==> src/rtl/rv_enc_pkg.sv <==
// Shared types and constants for the runtime RV32I instruction encoder.
// Formats, fixed opcodes and the output FSM state encoding live here.
package rv_enc_pkg;

   typedef enum logic [2:0] {
      FMT_I  = 3'd0,
      FMT_S  = 3'd1,
      FMT_B  = 3'd2,
      FMT_U  = 3'd3,
      FMT_J  = 3'd4,
      FMT_LI = 3'd5
   } fmt_e;

   typedef enum logic [1:0] {
      ST_IDLE   = 2'd0,
      ST_SINGLE = 2'd1,
      ST_LI_HI  = 2'd2,
      ST_LI_LO  = 2'd3
   } state_e;

   localparam logic [6:0]  OP_LUI    = 7'h37;
   localparam logic [6:0]  OP_IMM    = 7'h13;
   localparam logic [6:0]  OP_JAL    = 7'h6F;
   localparam logic [6:0]  OP_BRANCH = 7'h63;
   localparam logic [6:0]  OP_STORE  = 7'h23;
   localparam logic [31:0] NOP       = 32'h0000_0013;

endpackage

==> src/rtl/imm_pack.sv <==
// Combinational field packer: scatters an immediate and register fields into
// one RV32I word of the selected format and flags unrepresentable immediates.
module imm_pack
   import rv_enc_pkg::*;
(
   input  logic [2:0]  fmt,
   input  logic [6:0]  opcode,
   input  logic [2:0]  funct3,
   input  logic [6:0]  funct7,
   input  logic        funct7_en,
   input  logic [4:0]  rd,
   input  logic [4:0]  rs1,
   input  logic [4:0]  rs2,
   input  logic [31:0] imm,
   output logic [31:0] inst,
   output logic        range_err
);

   logic fits_12, fits_13, fits_21;

   // A field of N bits holds imm iff every bit above the field's sign bit matches it.
   assign fits_12 = (&imm[31:11]) | ~(|imm[31:11]);
   assign fits_13 = (&imm[31:12]) | ~(|imm[31:12]);
   assign fits_21 = (&imm[31:20]) | ~(|imm[31:20]);

   always_comb begin
      inst      = NOP;
      range_err = 1'b1;
      case (fmt_e'(fmt))
         FMT_I: begin
            inst      = {imm[11:0], rs1, funct3, rd, opcode};
            if (funct7_en) inst[31:25] = funct7;
            range_err = ~fits_12;
         end
         FMT_S: begin
            inst      = {imm[11:5], rs2, rs1, funct3, imm[4:0], opcode};
            range_err = ~fits_12;
         end
         FMT_B: begin
            inst      = {imm[12], imm[10:5], rs2, rs1, funct3, imm[4:1], imm[11], opcode};
            range_err = ~fits_13 | imm[0];
         end
         FMT_U: begin
            inst      = {imm[31:12], rd, opcode};
            range_err = |imm[11:0];
         end
         FMT_J: begin
            inst      = {imm[20], imm[10:1], imm[11], imm[19:12], rd, opcode};
            range_err = ~fits_21 | imm[0];
         end
         default: begin
            // LI is handled by the caller; anything else becomes a flagged NOP.
            inst      = NOP;
            range_err = 1'b1;
         end
      endcase
   end

endmodule

==> src/rtl/imm_inst_encoder.sv <==
// Runtime RV32I instruction encoder with LI expansion into LUI+ADDI.
// Single-entry registered output; req_ready = ~out_valid | (out_ready & out_last).
module imm_inst_encoder
   import rv_enc_pkg::*;
#(
   parameter bit ENABLE_LI   = 1'b1,
   parameter bit CHECK_RANGE = 1'b1
) (
   input  logic        clk,
   input  logic        reset,
   input  logic        req_valid,
   output logic        req_ready,
   input  logic [2:0]  req_fmt,
   input  logic [6:0]  req_opcode,
   input  logic [2:0]  req_funct3,
   input  logic [6:0]  req_funct7,
   input  logic        req_funct7_en,
   input  logic [4:0]  req_rd,
   input  logic [4:0]  req_rs1,
   input  logic [4:0]  req_rs2,
   input  logic [31:0] req_imm,
   output logic        out_valid,
   input  logic        out_ready,
   output logic [31:0] out_inst,
   output logic        out_last,
   output logic        out_err
);

   state_e      state_q, state_d;
   logic [31:0] lo_q, lo_d;
   logic [31:0] inst_d;
   logic        last_d, err_d;
   logic [31:0] pack_inst;
   logic        pack_err;
   logic [31:0] first_inst, addi_rd;
   logic        first_err, two_word, accept;
   logic [19:0] li_hi;
   logic [11:0] li_lo;

   imm_pack u_pack (
      .fmt       (req_fmt),
      .opcode    (req_opcode),
      .funct3    (req_funct3),
      .funct7    (req_funct7),
      .funct7_en (req_funct7_en),
      .rd        (req_rd),
      .rs1       (req_rs1),
      .rs2       (req_rs2),
      .imm       (req_imm),
      .inst      (pack_inst),
      .range_err (pack_err)
   );

   // Rounding the upper part by bit 11 compensates for ADDI sign-extending lo.
   assign li_hi   = req_imm[31:12] + {19'd0, req_imm[11]};
   assign li_lo   = req_imm[11:0];
   assign addi_rd = {li_lo, req_rd, 3'd0, req_rd, OP_IMM};

   always_comb begin
      first_inst = pack_inst;
      first_err  = CHECK_RANGE ? pack_err : 1'b0;
      two_word   = 1'b0;
      if (ENABLE_LI && (req_fmt == FMT_LI)) begin
         first_err = 1'b0;
         if (li_hi == 20'd0) begin
            first_inst = {li_lo, 5'd0, 3'd0, req_rd, OP_IMM};
         end else begin
            first_inst = {li_hi, req_rd, OP_LUI};
            two_word   = (li_lo != 12'd0);
         end
      end
   end

   assign out_valid = (state_q != ST_IDLE);
   assign req_ready = ~out_valid | (out_ready & out_last);
   assign accept    = req_valid & req_ready;

   always_comb begin
      state_d = state_q;
      inst_d  = out_inst;
      last_d  = out_last;
      err_d   = out_err;
      lo_d    = lo_q;
      case (state_q)
         ST_LI_HI: begin
            if (out_ready) begin
               state_d = ST_LI_LO;
               inst_d  = lo_q;
               last_d  = 1'b1;
               err_d   = 1'b0;
            end
         end
         default: begin
            if (accept) begin
               state_d = two_word ? ST_LI_HI : ST_SINGLE;
               inst_d  = first_inst;
               last_d  = ~two_word;
               err_d   = first_err;
               lo_d    = addi_rd;
            end else if (out_ready) begin
               state_d = ST_IDLE;
            end
         end
      endcase
   end

   always_ff @(posedge clk or posedge reset) begin
      if (reset) begin
         state_q  <= ST_IDLE;
         out_inst <= 32'd0;
         out_last <= 1'b0;
         out_err  <= 1'b0;
         lo_q     <= 32'd0;
      end else begin
         state_q  <= state_d;
         out_inst <= inst_d;
         out_last <= last_d;
         out_err  <= err_d;
         lo_q     <= lo_d;
      end
   end

endmodule

==> config.mk <==
export PLATFORM = sky130hd
export DESIGN_NAME = imm_inst_encoder
export DESIGN_NICKNAME = d
export VERILOG_FILES = /design/src/rtl/rv_enc_pkg.sv /design/src/rtl/imm_pack.sv /design/src/rtl/imm_inst_encoder.sv
export SDC_FILE = /design/constraint.sdc
export NUM_CORES = 1
export LEC_CHECK = 0
export BUFFER_PORTS_ARGS = -buffer_cell sky130_fd_sc_hd__buf_2
export CORE_UTILIZATION = 50
export DETAILED_ROUTE_END_ITERATION = 8
export PLACE_DENSITY = 0.82
export SYNTH_ARGS = -nofsm -noshare
export SYNTH_HDL_FRONTEND = slang
export SYNTH_SLANG_ARGS = --single-unit
==> constraint.sdc <==
create_clock -name clk -period 6.1 [get_ports clk]
set_clock_uncertainty 0.15 [all_clocks]
set_input_delay 0.61 -clock clk [delete_from_list [all_inputs] [get_ports clk]]
set_output_delay 0.61 -clock clk [all_outputs]
set_load 0.02 [all_outputs]
==> impl_metrics.py <==
metrics = {
    "status": {
        "status": "finished, final reports clean",
    },
    "clock_tree": {
        "clkSinkCount": 54,
        "root_buffer": "clkbuf_8",
        "clockBufferDepth": 2,
        "clk_pin_slew_ps": 100,
        "cts_tree": "done",
        "postCtsSetupBuffers": 0,
        "post_cts_resized": 0,
        "cts_made_buffers": 5,
        "htree_levels": 2,
        "worstSkewPairLatency_ps": 310,
        "hold_buffers": 0,
    },
    "floorplanning": {
        "start_util": 0.526,
        "core_um2": 7370,
        "dieWidth_um": 90.1,
        "die_h_um": 90.1,
        "ios": 108,
        "dieArea_um2": 8110,
        "rows": 31,
    },
    "pwr": {
        "sw_frac_of_total": 0.451,
        "switchingPower_mw": 0.756,
        "power.total_mw": 1.68,
        "clockPowerShare": 0.134,
        "p_comb_frac": 0.491,
        "power.leakage_nw": 2.03,
        "power_density_nw_per_um2": 372,
        "p_seq_frac": 0.375,
        "internal-power_mw": 0.919,
        "vdd_drop_max_mv": 0.165,
    },
    "placement": {
        "place_congestion": 0.970,
        "place_inst": 666,
        "placement.io_buffers": 107,
        "place_area_um2": 4400,
        "hpwlAfterDp_um": 8910,
    },
    "yosys": {
        "synth-async-reset-ratio": 1.00,
        "synth_seq_area_share": 0.348,
        "synthDistinctLibCells": 58,
        "syn_area_per_cell_um2": 7.85,
        "syn_area_um2": 3880,
        "synth_enable_flop_cells": 0,
        "synthFlopType": "dfrtp_1",
        "syn_inst": 494,
        "synth_seq_cells": 54,
        "yosysWarnings": 0,
        "syn-num-nets": 569,
    },
    "drt": {
        "viasPerCell": 6.36,
        "wl_per_cell_um": 18.1,
        "dr.pass1.iters": 8,
        "wl_met3_um": 1190,
        "routed-via-count": 4287,
        "dr_wl_met2_um": 5410,
        "ant_nets": 0,
        "totalWireLength_um": 12200,
        "drt-met1-wl_um": 5220,
        "top_layer_used": "met4",
        "drt_iter0_markers": 520,
        "drc_errors": 0,
    },
    "global_routing": {
        "grt_pass1_vias": 3868,
        "grt_max_degree": 55,
        "antenna_found_initial": 0,
        "grt_overflow_total": 0,
        "grt_pass1_wl_um": 19600,
        "grt_usage": 0.298,
    },
    "timing": {
        "worstMarginPinSlew_ps": 1170,
        "fin_tns_setup_ps": 0,
        "finalSetupViolations": 0,
        "finalMaxSlewViolations": 0,
        "maxSlewHeadroom": 0.218,
        "hold_viol": 0,
        "rsz0062_at_grt": "false",
        "max_freq_mhz": 296,
        "fin_crit_ps": 3380,
        "finalCritPeriodShare": 0.554,
    },
    "finish": {
        "layout_common_cells": "buf_2, nand2_1, dfrtp_1",
        "fin_area_um2": 4510,
        "final_common_cell": "buf_2",
        "fin_cells": 674,
        "drive_above_1_share": 0.233,
        "syn2layout_area_growth_pct": 16.2,
        "antenna_cells": 0,
        "nNetsFinal": 649,
        "fillers": 700,
    },
    "critical_path": {
        "critical-path-max-stage-delay_ps": 530,
        "slowest_stage": "nor4_4",
        "arrival_ps": 3430,
        "worst-setup-path-type": "input port to register",
        "crit_required_ps": 6150,
        "crit_chain": "buf_2 > ha_1 > ha_1 > nand3_1 > nor4_4 > xor2_1 > a211o_1 > nor4_4 > nand2_2 > o41ai_1",
        "critPathLaunchType": "input port",
        "worst-path-max-fanout": 12,
        "end_kind": "register",
    },
    "flow_run": {
        "maxCapViolCount": 0,
    },
    "min_path": {
        "min_path_type": "register to register",
    },
}
power by group through the flow:
stage	clock [mW]	sequential, mW	combinational (mW)
2_1_floorplan	0	0.741	0.435
3_3_place_gp	0	0.626	0.797
3_5_place_dp	0	0.631	0.814
4_1_cts	0.225	0.625	0.817
5_1_grt	0.238	0.648	0.896
6_report	0.224	0.628	0.823
registers in the layout, indices dropped and copies added, names as in the netlist:
name and cells:
lo_q 18, out_last 1, state_q 2, out_err 1, out_inst 32
final timing paths:
kind | startpoint | to | slack, ps | cells past startpoint
max in group asynchronous | reset | out_inst[22] | 4700 | 2
worst min register to register | lo_q[4] | lo_q[4] | 330 | 1
worst max register to register | state_q[1] | out_inst[30] | 3550 | 6
min in group asynchronous | reset | out_inst[8] | 430 | 2
worst min-delay path | lo_q[4] | lo_q[4] | 330 | 1
worst max-delay path | req_imm[11] | out_inst[31] | 2720 | 10
metal layers:
layer  track usage  up-vias
met5             0        -
met4         0.101        0
met3        0.0415       38
met2         0.468      264
met1         0.421     2003
li1              -     1982
synth_stat cells (8+ instances only):
cell type	number	area share
a21oi_1	34	0.044
xor2_1	9	0.020
xnor2_1	12	0.027
o21ai_0	35	0.045
clkbuf_1	26	0.025
nand2_1	86	0.083
nor2_1	33	0.032
nand4_1	9	0.015
or3_1	9	0.015
dfrtp_1	54	0.35
nor4_1	8	0.013
nor3_1	16	0.021
nand3_1	25	0.032
a22oi_1	13	0.025
a221oi_1	12	0.027
and3_1	10	0.016
critical path, delay by kind of cell:
kind            cells  cell delay [ps]
fa+ha+maj           2              430
xor+xnor            1              120
simple gates        4             1460
buf+inv             1              140
compound gates      2              650
through the flow:
stage                util  worst slack (ps)  hold WS, ps
floorplan               -              3060          286
CTS                 0.612              2760          328
detailed placement  0.597              2430          306
finish              0.612              2720          327
global route        0.612              2510          338
global placement    0.597              2570          303
logic make-up (layout without fill, tap and decap cells):
group,count (synthesis),in the layout,synth area share
AOI/OAI and AO/OA,151,151,0.259
xor gates and xnor gates,21,21,0.0474
adders and majority gates,3,3,0.00968
buffers and inverters,46,127,0.0519
DFF,54,54,0.348
muxes,4,4,0.0106
and+or+nand+nor,215,215,0.273
final cells by class:
cell class / instances / area, µm² / area share
inverters: 9 / 33.8 / 0.00750
multi-input cells: 394 / 2330 / 0.518
well taps: 99 / 124 / 0.0275
clock inverters: 1 / 8.76 / 0.00194
repair buffers: 110 / 558 / 0.124
flip-flops and latches: 54 / 1350 / 0.300
clock buffers: 7 / 96.3 / 0.0214
No activity file was read; power rests on OpenSTA's default activity.
